### src/rtl/con_pkg.sv
// Shared types for the branch-condition unit: condition codes, operand FSM states
// and the two-operand code classifier.
package con_pkg;

    typedef enum logic [3:0] {
        CondNever   = 4'd0,
        CondAlways  = 4'd1,
        CondZero    = 4'd2,
        CondNonzero = 4'd3,
        CondPlus    = 4'd4,
        CondMinus   = 4'd5,
        CondEq      = 4'd6,
        CondNe      = 4'd7,
        CondLt      = 4'd8,
        CondGe      = 4'd9,
        CondLtu     = 4'd10,
        CondGeu     = 4'd11,
        CondDecnz   = 4'd12
    } cond_e;

    typedef enum logic [0:0] {
        StEmpty = 1'b0,
        StHeld  = 1'b1
    } op_state_e;

    function automatic logic is_two_op(cond_e c);
        return (c >= CondEq) && (c <= CondGeu);
    endfunction

endpackage

### src/rtl/con_cmp.sv
// Combinational two-operand comparator: evaluates A against B for the
// EQ/NE/LT/GE/LTU/GEU codes; any other code yields 0.
module con_cmp
    import con_pkg::*;
#(
    parameter int unsigned W = 32
) (
    input  logic [W-1:0] a,
    input  logic [W-1:0] b,
    input  cond_e        code,
    output logic         res
);

    logic eq, lt_s, lt_u;

    assign eq   = (a == b);
    assign lt_s = ($signed(a) < $signed(b));
    assign lt_u = (a < b);

    always_comb begin
        res = 1'b0;
        case (code)
            CondEq:  res = eq;
            CondNe:  res = !eq;
            CondLt:  res = lt_s;
            CondGe:  res = !lt_s;
            CondLtu: res = lt_u;
            CondGeu: res = !lt_u;
            default: res = 1'b0;
        endcase
    end

endmodule

### src/rtl/con_unit_p.sv
// Branch-condition unit: evaluates IR condition field against the bus, with a held
// operand A, a decrement-and-test loop counter, a valid pulse and a sticky illegal flag.
module con_unit_p
    import con_pkg::*;
#(
    parameter int unsigned W       = 32,
    parameter int unsigned CON_MSB = 3,
    parameter int unsigned CON_LSB = 0,
    parameter int unsigned CNT_W   = 16
) (
    input  logic             clk,
    input  logic             rst,
    input  logic [W-1:0]     bus,
    input  logic [W-1:0]     IR,
    input  logic             cap_a,
    input  logic             ld_cnt,
    input  logic             con_in,
    input  logic             ill_clr,
    output logic             con_out,
    output logic             con_valid,
    output logic             a_valid,
    output logic             illegal,
    output logic [CNT_W-1:0] cnt
);

    op_state_e        state_q;
    logic [W-1:0]     a_q;
    logic [CNT_W-1:0] cnt_q;
    logic             con_out_q, con_valid_q, illegal_q;

    cond_e code;
    logic  two_op, missing, reserved, cmp_res, cond_val;

    // Only the condition field is decoded; the rest of IR is don't-care here.
    logic unused_ir;
    assign unused_ir = ^IR;

    assign code     = cond_e'(IR[CON_MSB:CON_LSB]);
    assign two_op   = is_two_op(code);
    assign missing  = two_op && (state_q == StEmpty);
    assign reserved = (IR[CON_MSB:CON_LSB] > 4'd12);

    con_cmp #(
        .W (W)
    ) u_cmp (
        .a    (a_q),
        .b    (bus),
        .code (code),
        .res  (cmp_res)
    );

    always_comb begin
        cond_val = 1'b0;
        case (code)
            CondNever:   cond_val = 1'b0;
            CondAlways:  cond_val = 1'b1;
            CondZero:    cond_val = (bus == '0);
            CondNonzero: cond_val = (bus != '0);
            CondPlus:    cond_val = !bus[W-1];
            CondMinus:   cond_val = bus[W-1];
            CondDecnz:   cond_val = (cnt_q != CNT_W'(1));  // cnt-1 != 0, wrap at 0 gives 1
            default:     cond_val = cmp_res;
        endcase
        if (missing || reserved) begin
            cond_val = 1'b0;
        end
    end

    always_ff @(posedge clk or negedge rst) begin
        if (!rst) begin
            state_q     <= StEmpty;
            a_q         <= '0;
            cnt_q       <= '0;
            con_out_q   <= 1'b0;
            con_valid_q <= 1'b0;
            illegal_q   <= 1'b0;
        end else begin
            con_valid_q <= con_in;
            if (con_in) begin
                con_out_q <= cond_val;
            end

            // Capture wins over consumption so cap_a alongside a compare keeps HELD.
            if (cap_a) begin
                a_q     <= bus;
                state_q <= StHeld;
            end else if (con_in && two_op && (state_q == StHeld)) begin
                state_q <= StEmpty;
            end

            if (ld_cnt) begin
                cnt_q <= bus[CNT_W-1:0];
            end else if (con_in && (code == CondDecnz)) begin
                cnt_q <= cnt_q - CNT_W'(1);
            end

            if (con_in && (reserved || missing)) begin
                illegal_q <= 1'b1;
            end else if (ill_clr) begin
                illegal_q <= 1'b0;
            end
        end
    end

    assign con_out   = con_out_q;
    assign con_valid = con_valid_q;
    assign a_valid   = (state_q == StHeld);
    assign illegal   = illegal_q;
    assign cnt       = cnt_q;

endmodule

### config.mk
export PLATFORM = sky130hd
export DESIGN_NAME = con_unit_p
export DESIGN_NICKNAME = d
export VERILOG_FILES = /design/src/rtl/con_pkg.sv /design/src/rtl/con_cmp.sv /design/src/rtl/con_unit_p.sv
export SDC_FILE = /design/constraint.sdc
export NUM_CORES = 1
export LEC_CHECK = 0
export ABC_CLOCK_PERIOD_IN_PS = 2600
export CORE_AREA = 4 4 89 91
export CTS_CLUSTER_DIAMETER = 150
export DETAILED_ROUTE_END_ITERATION = 7
export DIE_AREA = 0 0 93 95
export PLACE_DENSITY = 0.79
export SYNTH_ARGS = -nofsm -noshare
export SYNTH_HDL_FRONTEND = slang
export SYNTH_HIERARCHICAL = 1
export SYNTH_SLANG_ARGS = --single-unit
### constraint.sdc
create_clock -name clk -period 2.6 [get_ports clk]
set_input_delay 0.65 -clock clk [delete_from_list [all_inputs] [get_ports clk]]
set_output_delay 0.65 -clock clk [all_outputs]
set_load 0.005 [all_outputs]
==> flow_summary.json <==
{
  "maxCapViolCount": 0,
  "grt_max_degree": 34,
  "power_frac_clock": 0.260,
  "internal_power_mw": 1.60,
  "cp_max_fo": 3,
  "cts.sinks": 52,
  "hp-class": "in2async",
  "ys_ff_latch": 52,
  "finalHoldViolCount": 0,
  "final_max_slew_viol_count": 0,
  "start_util": 0.475,
  "ys_types": 51,
  "p_leak_nw": 2.18,
  "required_ns": 2.79,
  "fin_crit_sh": 1.05,
  "final_nets": 568,
  "portBuffers": 61,
  "cts_tree": "built",
  "outcome": "complete, but fails checks",
  "async_flop_share": 1.00,
  "critPathLaunchType": "input port",
  "antenna_found_initial": 0,
  "drc": 0,
  "ir_worst_vdd_uv": 244,
  "startpoint": "bus[11]",
  "critPathArrivalTime_ns": 2.91,
  "grt_pass1_vias": 3403,
  "grt_pass1_wl_mm": 16.5,
  "root_buffer": "clkbuf_8",
  "synth_nets": 454,
  "fin_crit_ns": 2.72,
  "core_um2": 7140,
  "layout_setup_ws_ns": -0.118,
  "rsz0062_at_grt": "true",
  "numCtsBuffers": 5,
  "final_core_util": 0.706,
  "cts_htree_levels": 2,
  "die_x_um": 93,
  "pin_count": 90,
  "vias": 3364,
  "grt_usage": 0.234,
  "combPwrFrac": 0.321,
  "place_hpwl_mm": 6.96,
  "first_pass_iters": 5,
  "tns_ns": -0.118,
  "p_switching_mw": 0.725,
  "antenna_cells": 0,
  "clock_latency_ns": 0.31,
  "avgViaCountPerCell": 5.96,
  "postRouteAntennaNets": 0,
  "synth_area_um2": 3390,
  "worst-setup-path-type": "in2reg",
  "chipHeight_um": 95,
  "r2r-start": "a_q[22]",
  "seqPwrFrac": 0.420,
  "synth-edff-count": 0,
  "p_per_area_nw_per_um2": 462,
  "drt_iter0_markers": 296,
  "wl_per_cell_um": 19.2,
  "ys_seq_area_frac": 0.384,
  "gr-total-overflow": 0,
  "switching_share": 0.312,
  "die_area_um2": 8840,
  "power_mw": 2.33,
  "synthFlopType": "dfrtp_1",
  "gp_congestion": 0.924,
  "path_clk_slew_ns": 0.11,
  "final.setup_skew_ns": 0.0133,
  "setup_viol": 1,
  "synth.avg_cell_area_um2": 9.69,
  "crit_path_end_kind": "flop",
  "yosysWarnings": 6,
  "syn_to_final_growth_pct": 48.6,
  "violations": "setup timing",
  "max_freq_mhz": 368,
  "cts_buffer_depth": 2,
  "max_slew_margin": 0.603,
  "wl_mm": 10.8,
  "syn_inst": 350,
  "worstMarginPinSlew_ns": 0.590,
  "rows": 31,
  "drive_gt1_frac": 0.409
}
-- cells by family after synthesis --
family	count (synthesis)	synth area share
mux	32	0.106
buf+inv	53	0.0612
flops	52	0.384
compound gates	67	0.134
fa+ha+maj	34	0.125
xor+xnor	8	0.0207
simple gates	104	0.169
-- power groups by stage --
stage | clock (mW) | sequential, mW | combinational [mW]
finish | 0.604 | 0.977 | 0.746
floorplan | 0 | 0.953 | 0.281
global placement | 0 | 0.961 | 0.555
CTS | 0.604 | 0.964 | 0.644
detailed placement | 0 | 0.967 | 0.579
global route | 0.640 | 0.988 | 0.803
-- synthesized netlist by cell type (2+ instances only) --
library cell | n | area, um2
o21a_1 | 2 | 15.0
nand4_1 | 16 | 100
o311ai_0 | 6 | 52.6
nor2_1 | 16 | 60.1
xnor2_1 | 4 | 35.0
nor4_1 | 11 | 68.8
clkbuf_1 | 9 | 33.8
a31oi_1 | 7 | 43.8
ha_1 | 34 | 425
inv_1 | 41 | 154
or2_2 | 2 | 12.5
xor2_1 | 4 | 35.0
dfrtp_1 | 52 | 1300
a21o_1 | 4 | 30.0
a21boi_0 | 2 | 15.0
nor4_2 | 2 | 25.0
a211oi_1 | 2 | 15.0
nand2b_1 | 2 | 12.5
o21ai_0 | 13 | 65.1
buf_2 | 2 | 10.0
nand3_1 | 10 | 50.1
nor2b_1 | 4 | 25.0
mux2_2 | 32 | 360
a21oi_1 | 16 | 80.1
and3_1 | 2 | 12.5
o31ai_1 | 3 | 22.5
nand2_1 | 25 | 93.8
or4_1 | 4 | 30.0
-- sequential cells by signal, summed over array words and instances, names as in the netlist --
register   cells
cnt           16
con_out        1
a_valid        1
a_q           32
con_valid      1
illegal        1
-- worst max-delay path, stage by stage --
cell       delay, ns
clkbuf_2        0.13
inv_2           0.06
ha_4            0.26
nand4_1         0.25
buf_4           0.24
a21oi_2         0.17
a2111oi_4       0.08
o211a_1         0.29
xnor2_2         0.17
o32ai_2         0.11
buf_4           0.14
nand2_2         0.06
nand2_2         0.05
a31oi_1         0.19
a31oi_1         0.06
-- worst paths after layout --
kind	to	slack, ns	depth (start not counted)
setup / recovery	con_out	-0.12	15
hold / removal	cnt[15]	0.25	1
setup reg to reg	con_out	-0.08	13
hold reg to reg	a_q[4]	0.53	1
max in group asynchronous	cnt[1]	1.70	2
min in group clk	a_q[4]	0.53	1
-- placed cells by master (no fill, tap or decap), types with 7 or more instances in the layout --
cell and instances:
nand4_1 16, clkbuf_2 11, inv_2 17, buf_4 58
ha_1 8, a21oi_1 10, o21ai_0 10, clkdlybuf4s50_1 30
ha_4 25, nor4_1 11, a31oi_1 7, nand3_1 9
inv_1 23, mux2_2 32, dfrtp_1 52, nor2_1 15
nand2_1 21
-- per-layer routing --
metal,global-route usage,up-vias,share of wire
li1,-,1512,-
met2,0.425,169,0.50
met4,0.0855,0,0.040
met5,0,-,0
met1,0.278,1633,0.40
met3,0.0375,50,0.069
-- per-stage QoR --
step	hold slack [ns]	cell area (um2)	instances	setup slack, ns
after global placement	0.493	4440	548	-0.753
after global routing	0.264	5040	564	-0.269
after CTS	0.261	4830	558	0.00276
final	0.249	5040	564	-0.118
after floorplan	0.354	3390	350	0.0582
after detailed placement	0.500	4440	548	-0.893
-- repair_timing --
action                                 in CTS  in global routing
hold buffers                                0                  0
resized for setup                         104                 62
setup endpoints to repair                   1                  1
endpoints found under the hold margin       0                  0
setup buffers                               3                  6
pin swaps                                  26                 26
-- cell type report --
class                   instances  area [um2]
fillers                       503        2100
inverters                      41         156
repair buffers                119         985
well taps                      99         124
clock buffers                   6        82.6
clock inverters                 2        38.8
flip-flops and latches         52        1300
multi-input cells             245        2350
No activity file was read; power rests on OpenSTA's default activity.
